`src/rtl/mem_access_unit.sv`:
```
// Byte-addressed load/store front-end for a word SRAM; splits word-crossing accesses (MEM_MISALIGN_SPLIT_EN).
// Latency: (WAIT_CYCLES+1)*accesses + 1 cycles from accept to rsp_valid; error requests respond after 1 cycle.
// Backpressure: req_ready is high only in IDLE; req_valid while busy is ignored.
module mem_access_unit #(
    parameter int WORD_ADDR_BITS = 14,
    parameter int WAIT_CYCLES    = 0
) (
    input  logic                      clk,
    input  logic                      rst,
    input  logic                      req_valid,
    output logic                      req_ready,
    input  logic                      req_we,
    input  logic [2:0]                req_funct3,
    input  logic [31:0]               req_addr,
    input  logic [31:0]               req_wdata,
    output logic                      rsp_valid,
    output logic [31:0]               rsp_rdata,
    output logic                      rsp_err,
    output logic [WORD_ADDR_BITS-1:0] sram_addr,
    output logic                      sram_read,
    output logic [3:0]                sram_write,
    output logic [31:0]               sram_di,
    input  logic [31:0]               sram_do
);

    typedef enum logic [1:0] {IDLE, ACC0, ACC1, RESP} state_t;

    localparam logic [3:0] WAIT_LAST = 4'(WAIT_CYCLES);

    state_t                    state;
    logic [3:0]                wcnt;
    logic                      lat_we;
    logic [2:0]                lat_f3;
    logic [1:0]                lat_off;
    logic [WORD_ADDR_BITS-1:0] lat_word;
    logic [7:0]                lat_mask;   // byte enables across {ACC1 word, ACC0 word}
    logic [63:0]               lat_data;   // write data across {ACC1 word, ACC0 word}
    logic [31:0]               lo_word;    // first word of a split load

    logic [7:0]                req_base;
    logic [7:0]                req_mask;
    logic [63:0]               req_data;
    logic                      req_f3_bad;
    logic                      req_misalign;
    logic                      req_bad;
    logic [3:0]                cur_mask;
    logic [63:0]               load_cat;
    logic [31:0]               load_sh;
    logic [31:0]               load_val;
    logic                      unused_addr_bits;

    // Address bits above the word index do not select anything.
    assign unused_addr_bits = ^req_addr[31:WORD_ADDR_BITS+2];

    // Decode the incoming request: legality, lane mask and lane-shifted data over two words.
    always_comb begin
        req_base = 8'h0F;
        case (req_funct3[1:0])
            2'b00:   req_base = 8'h01;
            2'b01:   req_base = 8'h03;
            default: req_base = 8'h0F;
        endcase
        req_mask = req_base << req_addr[1:0];
        req_data = {32'b0, req_wdata} << {req_addr[1:0], 3'b000};

        if (req_we)
            req_f3_bad = (req_funct3 > 3'b010);
        else
            req_f3_bad = (req_funct3 == 3'b011) || (req_funct3[2:1] == 2'b11);

`ifdef MEM_MISALIGN_SPLIT_EN
        req_misalign = 1'b0;
`else
        req_misalign = ((req_funct3[1:0] == 2'b01) && req_addr[0]) ||
                       ((req_funct3[1:0] == 2'b10) && (req_addr[1:0] != 2'b00));
`endif
        req_bad = req_f3_bad || req_misalign;
    end

    // Align and extend load data from {hi, lo} words of the current access.
    always_comb begin
        cur_mask = (state == ACC1) ? lat_mask[7:4] : lat_mask[3:0];
        load_cat = (state == ACC1) ? {sram_do, lo_word} : {32'b0, sram_do};
        load_sh  = 32'(load_cat >> {lat_off, 3'b000});
        case (lat_f3)
            3'b000:  load_val = {{24{load_sh[7]}}, load_sh[7:0]};
            3'b001:  load_val = {{16{load_sh[15]}}, load_sh[15:0]};
            3'b010:  load_val = load_sh;
            3'b100:  load_val = {24'b0, load_sh[7:0]};
            3'b101:  load_val = {16'b0, load_sh[15:0]};
            default: load_val = 32'b0;
        endcase
    end

    // Control FSM; every output is registered and set up one cycle ahead of its state.
    always_ff @(posedge clk) begin
        if (!rst) begin
            state      <= IDLE;
            wcnt       <= 4'd0;
            lat_we     <= 1'b0;
            lat_f3     <= 3'b0;
            lat_off    <= 2'b0;
            lat_word   <= '0;
            lat_mask   <= 8'b0;
            lat_data   <= 64'b0;
            lo_word    <= 32'b0;
            req_ready  <= 1'b1;
            rsp_valid  <= 1'b0;
            rsp_rdata  <= 32'b0;
            rsp_err    <= 1'b0;
            sram_addr  <= '0;
            sram_read  <= 1'b0;
            sram_write <= 4'b0;
            sram_di    <= 32'b0;
        end else begin
            case (state)
                IDLE: begin
                    if (req_valid) begin
                        lat_we    <= req_we;
                        lat_f3    <= req_funct3;
                        lat_off   <= req_addr[1:0];
                        lat_word  <= req_addr[WORD_ADDR_BITS+1:2];
                        lat_mask  <= req_mask;
                        lat_data  <= req_data;
                        req_ready <= 1'b0;
                        if (req_bad) begin
                            state     <= RESP;
                            rsp_valid <= 1'b1;
                            rsp_err   <= 1'b1;
                            rsp_rdata <= 32'b0;
                        end else begin
                            state      <= ACC0;
                            wcnt       <= 4'd0;
                            sram_addr  <= req_addr[WORD_ADDR_BITS+1:2];
                            sram_read  <= !req_we;
                            sram_write <= (req_we && (WAIT_LAST == 4'd0)) ? req_mask[3:0] : 4'b0;
                            sram_di    <= req_data[31:0];
                        end
                    end
                end
                ACC0, ACC1: begin
                    if (wcnt != WAIT_LAST) begin
                        // Strobe fires only in the final cycle of the access.
                        wcnt       <= 4'(wcnt + 4'd1);
                        sram_write <= (lat_we && (4'(wcnt + 4'd1) == WAIT_LAST)) ? cur_mask : 4'b0;
                    end else if ((state == ACC0) && (lat_mask[7:4] != 4'b0)) begin
                        state      <= ACC1;
                        wcnt       <= 4'd0;
                        lo_word    <= sram_do;
                        sram_addr  <= lat_word + WORD_ADDR_BITS'(1);
                        sram_write <= (lat_we && (WAIT_LAST == 4'd0)) ? lat_mask[7:4] : 4'b0;
                        sram_di    <= lat_data[63:32];
                    end else begin
                        state      <= RESP;
                        sram_read  <= 1'b0;
                        sram_write <= 4'b0;
                        rsp_valid  <= 1'b1;
                        rsp_err    <= 1'b0;
                        rsp_rdata  <= lat_we ? 32'b0 : load_val;
                    end
                end
                default: begin
                    state     <= IDLE;
                    rsp_valid <= 1'b0;
                    rsp_rdata <= 32'b0;
                    rsp_err   <= 1'b0;
                    req_ready <= 1'b1;
                end
            endcase
        end
    end

endmodule

```
`config.mk`:
```
export PLATFORM = sky130hd
export DESIGN_NAME = mem_access_unit
export DESIGN_NICKNAME = d
export VERILOG_FILES = /design/src/rtl/mem_access_unit.sv
export SDC_FILE = /design/constraint.sdc
export NUM_CORES = 1
export LEC_CHECK = 0
export CAP_MARGIN = 15
export CORE_MARGIN = 1.5
export CORE_UTILIZATION = 40
export DETAILED_ROUTE_END_ITERATION = 12
export PLACE_DENSITY_LB_ADDON = 0.1
export SLEW_MARGIN = 20
export SYNTH_ARGS = -nofsm -noshare
export SYNTH_HDL_FRONTEND = slang
export SYNTH_SLANG_ARGS = --single-unit
export TNS_END_PERCENT = 1
```
`constraint.sdc`:
```
create_clock -name clk -period 5.37 [get_ports clk]
set_clock_uncertainty 0.1 [all_clocks]
set_input_delay 0.8055 -clock clk [delete_from_list [all_inputs] [get_ports clk]]
set_output_delay 0.8055 -clock clk [all_outputs]
set_load 0.02 [all_outputs]
```
Word-level counts from Yosys, hierarchy flattened. Cells that the tools add are included.

Logic and storage cells: 120. Output and inout port bits: 86. Flip-flop bits (word level): 216. Input port bits: 103.

Reduce and logical (&&, ||, !) cells: 26. Shift-type cells: 3. Add/subtract/negate cells: 2. Equal/unequal tests: 17. Multiplexer cells: 52. Bitwise gates (word level): 2. Magnitude comparators: 1.

Operators by type and width (number): 2-to-1 mux 32 bit (9); one-hot mux 32 bit (5 select lines) (1); one-hot mux 32 bit (2 select lines) (2); 2-to-1 mux 64 bit (1); << shifter 32 x 5 -> 64 bit (1); >> shifter 64 x 5 -> 32 bit (1); 2-to-1 mux 14 bit (4); 2-to-1 mux 4 bit (12); one-hot mux 14 bit (2 select lines) (1); one-hot mux 4 bit (2 select lines) (3); adder 14 x 1 -> 14 bit (second input constant) (1); inequality test 2 bit (second input constant) (6); 2-to-1 mux 1 bit (11); AND reduction 5 bit (2); one-hot mux 1 bit (2 select lines) (4); AND reduction 4 bit (2); nonzero test 4 bit (2); << shifter 8 x 2 -> 8 bit (1); equality test 2 bit (second input constant) (3); equality test 3 x 2 -> 1 bit (second input constant) (2); equality test 3 bit (second input constant) (2); 2-to-1 mux 2 bit (3); AND reduction 2 bit (3); AND reduction 3 bit (2); 15 further kinds (24).

Logic depth before layout (Yosys ltp). Gate-level depths: netlist of the first run.

Depth in word-level cells: 8. Gate-level depth with buffers: 10. Mapped depth without buffers: 7.

Worst setup path after synthesis of the first run. OpenSTA, ideal clock, no wires.

Path type: input to register. Start point: in req_funct3[0]. End point: reg sram_di[15]. Arrival time: 2.705 ns. Stages: 8. Path slack: 2.433 ns. Library setup time: 0.132 ns. Cell sequence: buf_2 -> or4_4 -> and3_4 -> or4_4 -> buf_6 -> buf_2 -> a221oi_1 -> nor3_1.

Longest elaborated chain between the ends: 6.

RTL lines: from (decl) (RTL line 13) `input logic [2:0] req_funct3,`; branches (longest 3 deep; another with greater-than comparator 3 x 2 -> 1 bit); logical OR 1 bit * (RTL line 77) `req_bad = req_f3_bad || req_misalign;`; inequality test 2 bit (no line) *; AND reduction 5 bit (no line) *; to (signal assigned) (RTL line 137) `sram_di <= req_data[31:0];`; to (signal assigned) (RTL line 152) `sram_di <= lat_data[63:32];`; to (decl) (RTL line 22) `output logic [31:0] sram_di,`.

Every way passes the cells marked *. A chain may end at the register's enable or synchronous reset.

Worst setup path in the final report of the first run.
Start point: in req_addr[1]. End point: reg rsp_rdata[10].

Longest elaborated chain between the ends: 6.

RTL lines: from (decl) (RTL line 14) `input logic [31:0] req_addr,`; nonzero test 2 bit (RTL line 75) `((req_funct3[1:0] == 2'b10) && (req_addr[1:0] != 2'b00));`; logical AND 1 bit (RTL line 75); logical OR 1 bit (RTL line 74) `req_misalign = ((req_funct3[1:0] == 2'b01) && req_addr[0]) ||`; logical OR 1 bit (RTL line 77); inequality test 2 bit (no line); AND reduction 4 bit (no line); to (signal assigned) (RTL line 159) `rsp_rdata <= lat_we ? 32'b0 : load_val;`; to (decl) (RTL line 17) `output logic [31:0] rsp_rdata,`.

No other way between the ends.

==> run_results.csv, run 1 <==
group,metric,value,unit
status,status,"completed",
placement,dp_slack,1.57,ns
sta,layout_setup_ws,1.99,ns
yosys,ys_seq_elements,175,
cts,htree_levels,4,
drt,drtIter0Drc,749,
drt,drc,0,
yosys,synth_area_per_cell,8.15,µm²
critical_path,criticalPathCategory,"input pin to flop",
worst_hold_path,min_path_type,"flop to flop",
cts,cts-root-buf,"clkbuf_16",
layout,area_growth,26.5,%
sta,worst_pin_slew,0.992,ns
sta,tns,0,ns
drt,drtAntennaViolNets,0,
layout,multi_input_area,0.00519,mm²
critical_path,crit_arrival,3.57,ns
die,die_w,154,µm
yosys,synth_edf_count,0,
yosys,synth_cell_types,60,
yosys,syn_area,0.00912,mm²
drt,routedWlPerCell,18.4,µm
global_routing,grt_max_degree,61,
job,max_cap_violations,0,
yosys,synth_area_leader_cell,"dfxtp_1",
global_routing,grt_first_pass_wirelength,44400,µm
critical_path,cp.required,5.56,ns
yosys,yosys_most_used_dff,"dfxtp_1",
sta,setup_viol,0,
power,power_density,502,mW/mm²
critical_path,start_kind,"input pin",
global_routing,grtUsageTotal,23.6,%
cts,clockBufferDepth,2,
critical_path,crit_path_end_kind,"flop",
die,boundaryPins,189,
drt,vias,8667,
power,vdd_drop_max,0.255,mV
layout,final_net_count,1342,
cts,clock_latency,0.43,ns
cts,cts_setup_buffers,0,
cts,cts_sinks,175,
layout,register_area,0.00350,mm²
cts,cts_tree,"done",
sta,rsz0062_at_grt,"false",
cts,clkTransAtPathRegs,0.07,ns
yosys,syn_inst,1119,
sta,min_period_over_period,63.0,%
layout,layout_common_cells,"205 x nand2_1, 174 x dfxtp_1, 171 x clkdlybuf4s50_1",
sta,max_slew_margin,33.9,%
global_routing,antenna_found_initial,1,
yosys,synth-async-reset-ratio,0,%
drt,totalWireLength,28100,µm
drt,viasPerCell,5.67,
layout,drive_gt1_share,8.21,%
die,coreArea,0.0225,mm²
cts,ctsHoldBuffers,0,
die,die_h,154,µm
sta,finalWorstPathRequiredPeriod,3.38,ns
power,leakagePower,3.90,nW
cts,cts_made_buffers,17,
placement,place_congestion,0.819,
global_routing,grt_pass1_vias,7948,
cts,cts.repair.resized,0,
placement,io_buffers,172,
sta,hold_violations,0,
placement,dp_hpwl,19100,µm
die,start_util,40.5,%
drt,drtPass1Iterations,5,
yosys,synthTopCellsByArea,"dfxtp_1 38%, nand2_1 8.4%, mux2i_1 7.9%",
yosys,syn_nets,1231,
yosys,synth_top_area_share,38.4,%
yosys,yosysWarnings,0,
layout,final_common_cell,"nand2_1",
die,fp-row-count,55,
layout,fillerInstances,2205,
global_routing,grt-ovfl-total,0,
sta,final_max_slew_viol_count,0,
critical_path,cp_max_fo,31,
yosys,yosysSeqAreaShare,38.4,%
sta,max_clock_freq,296,MHz
die,dieArea,0.0237,mm²
## final cells by class
type                    count  share of cell area [%]
inverters                  12                   0.412
repair buffers            188                    15.9
well taps                 285                    3.09
flip-flops and latches    175                    30.4
clock inverters            15                    1.51
clock buffers              17                    3.69
diodes                      1                  0.0217
multi-input cells         836                    45.0
## where the power goes
group	switching, mW	leakage (nW)	internal (mW)	total [mW]
registers	0.215	1.43	1.60	1.81
logic	1.63	2.18	1.08	2.71
clock network	0.611	0.284	0.666	1.28
total	2.45	3.90	3.35	5.80
## through the flow
step | std cells | area (µm²) | util, % | hold WS [ns] | power, mW
after floorplan | 1119 | 9120 | - | 0.333 | 3.59
after global placement | 1496 | 10900 | 48.6 | 0.341 | 4.53
after detailed placement | 1496 | 10900 | 48.6 | 0.346 | 4.54
after CTS | 1528 | 11500 | 51.3 | 0.359 | 5.82
after global routing | 1529 | 11500 | 51.3 | 0.372 | 6.14
final | 1529 | 11500 | 51.3 | 0.357 | 5.80
## Yosys cell counts, types with 11 or more instances
| master | n |
|---|---|
| a311oi_1 | 24 |
| buf_2 | 11 |
| a221oi_1 | 26 |
| o211ai_1 | 29 |
| nor3_1 | 29 |
| buf_1 | 13 |
| nand2_1 | 205 |
| a21oi_1 | 118 |
| clkbuf_1 | 69 |
| nor2_1 | 92 |
| inv_1 | 11 |
| mux2_2 | 30 |
| nand3_1 | 20 |
| dfxtp_1 | 175 |
| mux2i_1 | 72 |
| o21ai_0 | 38 |
| nor2b_1 | 14 |
## final timing paths
| check | from | end | slack (ns) | cells past startpoint |
|---|---|---|---|---|
| max | req_addr[1] | rsp_rdata[10] | 1.99 | 8 |
| min | lo_word[14] | lo_word[14] | 0.36 | 2 |
| max reg2reg | state[1] | rsp_rdata[10] | 2.18 | 8 |
| min reg2reg | lo_word[14] | lo_word[14] | 0.36 | 2 |
## metal layers
metal | up-vias | track usage [%] | share of wire, %
met1 | 4082 | 35.5 | 49
met4 | 0 | 6.33 | 1.0
met3 | 21 | 3.75 | 6.4
met5 | - | 0 | 0
li1 | 4271 | - | -
met2 | 293 | 34.5 | 43
## registers in the layout, summed over array words and instances, names as in the netlist
name / count
wcnt: 4
rsp_rdata: 32
lat_data: 24
sram_read: 1
lat_f3: 3
lat_we: 1
sram_di: 32
rsp_valid: 1
lo_word: 32
lat_word: 14
state: 2
lat_off: 2
req_ready: 1
sram_addr: 14
rsp_err: 1
sram_write: 4
lat_mask: 7
## cell families (layout without fill, tap and decap cells)
logic type	Yosys count	in the layout	synth area share (%)
AOI/OAI and AO/OA	313	313	22.5
xor gates and xnor gates	11	11	1.06
adders and majority gates	9	9	1.23
buffers and inverters	108	232	4.84
DFF	175	175	38.4
muxes	109	109	13.3
other	0	1	0
and+or+nand+nor	394	394	18.6
## critical path: stages
cell,delay (ns)
clkdlybuf4s50_1,0.46
buf_4,0.37
nor4_1,0.11
o21ai_0,0.44
nand2_1,0.66
buf_4,0.46
a21oi_1,0.17
a311oi_1,0.07
No activity file was read; power rests on OpenSTA's default activity.
==> run 2, diff against run 1 <==
clock period = 3.45 ns   (was 5.37 ns; I/O delays follow)
==> run 2 against run 1 <==
  * Sequential share of layout area fell by 0.50 points
  * Non-clock buffer count rose by 20
  * Largest power group unchanged
  * Register-to-register slack got worse by 1.6 ns
  * Critical endpoint is now rsp_rdata[26]
  * Highest routed layer unchanged
  * Worst hold slack got worse by 0.0042 ns
  * Sequential cell count did not move
  * Routed wire length rose by 1.2%
  * Via count rose by 1.1%
  * Combinational power rose by 62%
  * First-iteration DRC count rose by 6.1%
  * Clock power rose by 59%
  * Power rose by 59%
  * Utilization rose by 0.86 points
==> run_results.csv, run 2 (synthesis results as in run 1) <==
group,metric,value,unit
cts,clkTransAtPathRegs,0.07,ns
sta,max_slew_margin,46.8,%
critical_path,critPathMaxStageDelay,0.69,ns
cts,ctsHoldBuffers,0,
power,power_density,788,mW/mm²
layout,diodes,0,
die,die_w,154,µm
die,dieArea,0.0237,mm²
sta,tns,0,ns
cts,cts_setup_buffers,0,
layout,layout_common_cells,"205 x nand2_1, 174 x dfxtp_1, 171 x clkdlybuf4s50_1",
drt,drt-met1-wl,14000,µm
sta,max_clock_freq,348,MHz
critical_path,criticalPathCategory,"flop to flop",
sta,timing.hold.ws,0.353,ns
global_routing,grt_max_degree,76,
global_routing,grt-ovfl-total,0,
critical_path,cp_cell_sequence,"inv_1 -> ha_1 -> mux2i_1 -> o2bb2ai_1 -> or3_1 -> a21boi_1 -> buf_4 -> a311oi_1",
die,fp-row-count,55,
critical_path,start_kind,"flop",
die,boundaryPins,189,
placement,dp_hpwl,19900,µm
cts,cts_made_buffers,17,
layout,final_cells,1548,
global_routing,grt_first_pass_wirelength,45000,µm
cts,cts_tree,"done",
cts,clock_latency,0.43,ns
cts,clockBufferDepth,2,
die,die_h,154,µm
sta,min_period_over_period,83.3,%
critical_path,crit_arrival,3.11,ns
critical_path,crit_slowest_cell,"ha_1",
sta,worst_pin_slew,0.798,ns
drt,viasPerCell,5.66,
die,coreArea,0.0225,mm²
sta,hold_violations,0,
drt,totalWireLength,28500,µm
critical_path,crit_path_end_kind,"flop",
drt,vias,8760,
drt,drtPass1Iterations,5,
cts,htree_levels,4,
drt,routedWlPerCell,18.4,µm
layout,area_growth,28.6,%
cts,cts_sinks,175,
layout,final_common_cell,"nand2_1",
cts,cts-root-buf,"clkbuf_16",
drt,highest_layer,"met4",
power,leakagePower,4.02,nW
job,max_cap_violations,0,
critical_path,cp.required,3.69,ns
critical_path,worstRegToRegCells,8,
power,vdd_drop_max,0.492,mV
die,start_util,40.5,%
sta,rsz0062_at_grt,"false",
placement,place_congestion,0.850,
placement,io_buffers,172,
layout,final_net_count,1362,
drt,drtIter0Drc,795,
cts,cts.repair.resized,0,
drt,drc,0,
layout,drive_gt1_share,9.66,%
global_routing,antenna_found_initial,0,
global_routing,grtUsageTotal,24.0,%
sta,setup_viol,0,
sta,finalWorstPathRequiredPeriod,2.87,ns
drt,wl_met3,1830,µm
worst_hold_path,min_path_type,"flop to flop",
status,status,"completed",
drt,met2_length,12400,µm
placement,place_inst,1516,
sta,final_max_slew_viol_count,0,
critical_path,cp_max_fo,16,
layout,reg_top3,"lo_word (32), rsp_rdata (32), sram_di (32)",
drt,drtAntennaViolNets,0,
global_routing,grt_pass1_vias,8009,
worst_hold_path,min_path_cells,2,
==> run 2: cell count changes in the layout (fill, tap and decap cells not counted), sizes merged <==
cell and change:
clkinv -3, buf +20, bufinv +1, diode -1, inv +2, clkbuf +1, clkinvlp -1
==> run 2: worst paths after layout <==
path / slack, ns / startpoint / to
min: 0.35 / lo_word[15] / lo_word[15]
min reg2reg: 0.35 / lo_word[15] / lo_word[15]
max: 0.58 / state[0] / rsp_rdata[26]
max reg2reg: 0.58 / state[0] / rsp_rdata[26]
==> run 2: through the flow <==
step | worst slack [ns] | utilization, % | total power [mW] | instance area [µm²]
2_1_floorplan | 0.781 | - | 5.59 | 9120
3_3_place_gp | 0.270 | 49.4 | 7.20 | 11100
3_5_place_dp | 0.247 | 49.4 | 7.23 | 11100
4_1_cts | 0.564 | 52.1 | 9.29 | 11700
5_1_grt | 0.377 | 52.1 | 9.81 | 11700
6_report | 0.575 | 52.1 | 9.24 | 11700
==> run 2: worst max-delay path: cells and delay by family (launching register included) <==
family	cells	cell delay, ns
compound gates	3	0.62
fa+ha+maj	1	0.69
buf+inv	2	0.33
flops	1	0.34
mux	1	0.31
simple gates	1	0.38
==> run 2: per-layer routing <==
layer  track usage [%]  vias to the layer above
met5                 0                        -
met4              4.95                        0
met3              4.57                       17
met2              35.4                      293
met1              35.9                     4139
li1                  -                     4311
==> run 2: final cells by class <==
type,instances,area (µm²)
Inverter,12,47.5
Timing Repair Buffer,208,2020
Fill cell,2148,10800
Clock buffer,18,439
Tap cell,285,357
Multi-Input combinational cell,836,5190
Sequential cell,175,3500
Clock inverter,14,169
==> run 2: power breakdown <==
part | internal [mW] | switching [mW] | total, mW
sequential | 2.49 | 0.325 | 2.81
clock | 1.12 | 0.922 | 2.04
combinational | 1.81 | 2.58 | 4.39
==> run 3, diff against run 2 <==
clock period = 2.75 ns   (was 3.45 ns; I/O delays follow)
==> run 3 against run 2 <==
  * Sequential share of layout area fell by 0.43 points
  * Largest power group unchanged
  * Register-to-register slack got worse by 0.45 ns
  * Setup slack got worse by 0.45 ns
==> run_results.csv, run 3 (synthesis results as in run 1) <==
group,metric,value,unit
power,vdd_drop_max,0.433,mV
global_routing,top_usage_layer,"met2",
power,combPwrFrac,49.5,%
power,net-switching-power,4.81,mW
drt,viasPerCell,5.65,
cts,cts_made_buffers,17,
sta,timing.hold.ws,0.354,ns
critical_path,crit_path_end_kind,"flop",
critical_path,cp_max_fo,25,
global_routing,grt-ovfl-total,0,
sta,layout_setup_ws,0.130,ns
die,start_util,40.5,%
critical_path,cp.required,3.02,ns
cts,cts_setup_buffers,0,
power,total_power,11.7,mW
sta,final_max_slew_viol_count,0,
cts,cts.repair.resized,0,
placement,dp_slack,-0.181,ns
layout,multi_input_area,0.00519,mm²
drt,totalWireLength,28900,µm
layout,final_net_count,1379,
layout,final_cells,1566,
cts,cts-root-buf,"clkbuf_16",
global_routing,grt_max_degree,49,
critical_path,endpoint,"sram_addr[11]",
drt,drc,0,
die,die_h,154,µm
global_routing,grt_first_pass_wirelength,45800,µm
cts,clock_latency,0.43,ns
drt,drtPass1Iterations,5,
sta,max_clock_freq,382,MHz
sta,min_period_over_period,95.3,%
critical_path,cp-startpoint,"wcnt[0]",
sta,max_slew_margin,46.3,%
global_routing,met1_usage,36.5,%
drt,vias,8851,
cts,ctsHoldBuffers,0,
die,dieArea,0.0237,mm²
sta,setup_viol,0,
worst_hold_path,min_path_cells,2,
job,max_cap_violations,0,
critical_path,start_kind,"flop",
power,seq_power_share,30.1,%
drt,drtIter0Drc,551,
critical_path,worstRegToRegCells,8,
global_routing,grtUsageTotal,24.4,%
global_routing,antenna_found_initial,2,
die,boundaryPins,189,
sta,rsz0062_at_grt,"false",
global_routing,grt_pass1_vias,8173,
layout,register_area,0.00350,mm²
critical_path,r2r-start,"wcnt[0]",
cts,htree_levels,4,
sta,finalWorstPathRequiredPeriod,2.62,ns
placement,place_inst,1533,
global_routing,groute.layer.met2.usage,36.7,%
critical_path,r2r_end,"sram_addr[11]",
sta,tns,0,ns
critical_path,r2r_setup_slack,0.13,ns
placement,placed_area,0.0113,mm²
cts,clockBufferDepth,2,
critical_path,crit_arrival,2.89,ns
layout,final_common_cell,"nand2_1",
power,power_density,982,mW/mm²
layout,fin_util,52.9,%
drt,routedWlPerCell,18.5,µm
cts,cts_sinks,175,
placement,place_congestion,0.852,
layout,area_growth,30.5,%
critical_path,criticalPathCategory,"flop to flop",
die,fp-row-count,55,
drt,drtAntennaViolNets,0,
layout,layout_common_cells,"205 x nand2_1, 174 x dfxtp_1, 171 x clkdlybuf4s50_1",
global_routing,global_route.usage.met3,4.09,%
sta,hold_violations,0,
status,status,"completed",
layout,drive_gt1_share,10.6,%
layout,fillerInstances,2129,
cts,cts_tree,"done",
power,power.share.clock,20.4,%
power,power.internal,6.87,mW
cts,clkTransAtPathRegs,0.07,ns
layout,reg_top3,"lo_word (32), rsp_rdata (32), sram_di (32)",
power,leakagePower,4.11,nW
die,coreArea,0.0225,mm²
sta,worst_pin_slew,0.804,ns
die,die_w,154,µm
power,p_sw_share,41.2,%
layout,fin_area,0.0119,mm²
placement,io_buffers,172,
worst_hold_path,min_path_type,"flop to flop",
placement,dp_hpwl,20400,µm
==> run 3: worst min path at each step <==
stage	start	slack [ns]	end
floorplan	lo_word[15]	0.33	lo_word[15]
global placement	lo_word[15]	0.34	lo_word[15]
detailed placement	lo_word[31]	0.35	lo_word[31]
CTS	lo_word[31]	0.36	lo_word[31]
global route	lo_word[17]	0.37	lo_word[17]
finish	lo_word[4]	0.35	lo_word[4]
==> run 3: power by group through the flow <==
stage               combinational, mW  sequential (mW)  clock [mW]
global route                     6.26             3.59        2.52
global placement                 5.73             3.57           0
finish                           5.79             3.52        2.38
floorplan                        3.03             3.98           0
detailed placement               5.77             3.58           0
CTS                              5.79             3.52        2.42
==> run 3: final cells by class <==
| type | instances | area share, % |
|---|---|---|
| antenna | 2 | 0.0420 |
| timing repair buffer | 225 | 18.8 |
| sequential | 175 | 29.4 |
| clock inverter | 12 | 1.06 |
| multi-input combinational | 836 | 43.6 |
| inverter | 12 | 0.399 |
| clock buffer | 19 | 3.64 |
| tap | 285 | 3.00 |
==> run 3: routing by layer <==
layer	vias to the layer above	share of wire [%]
li1	4362	-
met2	273	44
met4	0	0.84
met1	4203	49
met3	13	5.7
met5	-	0
==> run 3: critical path: stages (launching register included) <==
cell      delay (ns)
dfxtp_1         0.35
inv_1           0.10
ha_1            0.16
or3b_2          0.51
a21o_1          0.23
or4_4           0.49
buf_12          0.19
a311oi_1        0.27
a31o_2          0.15
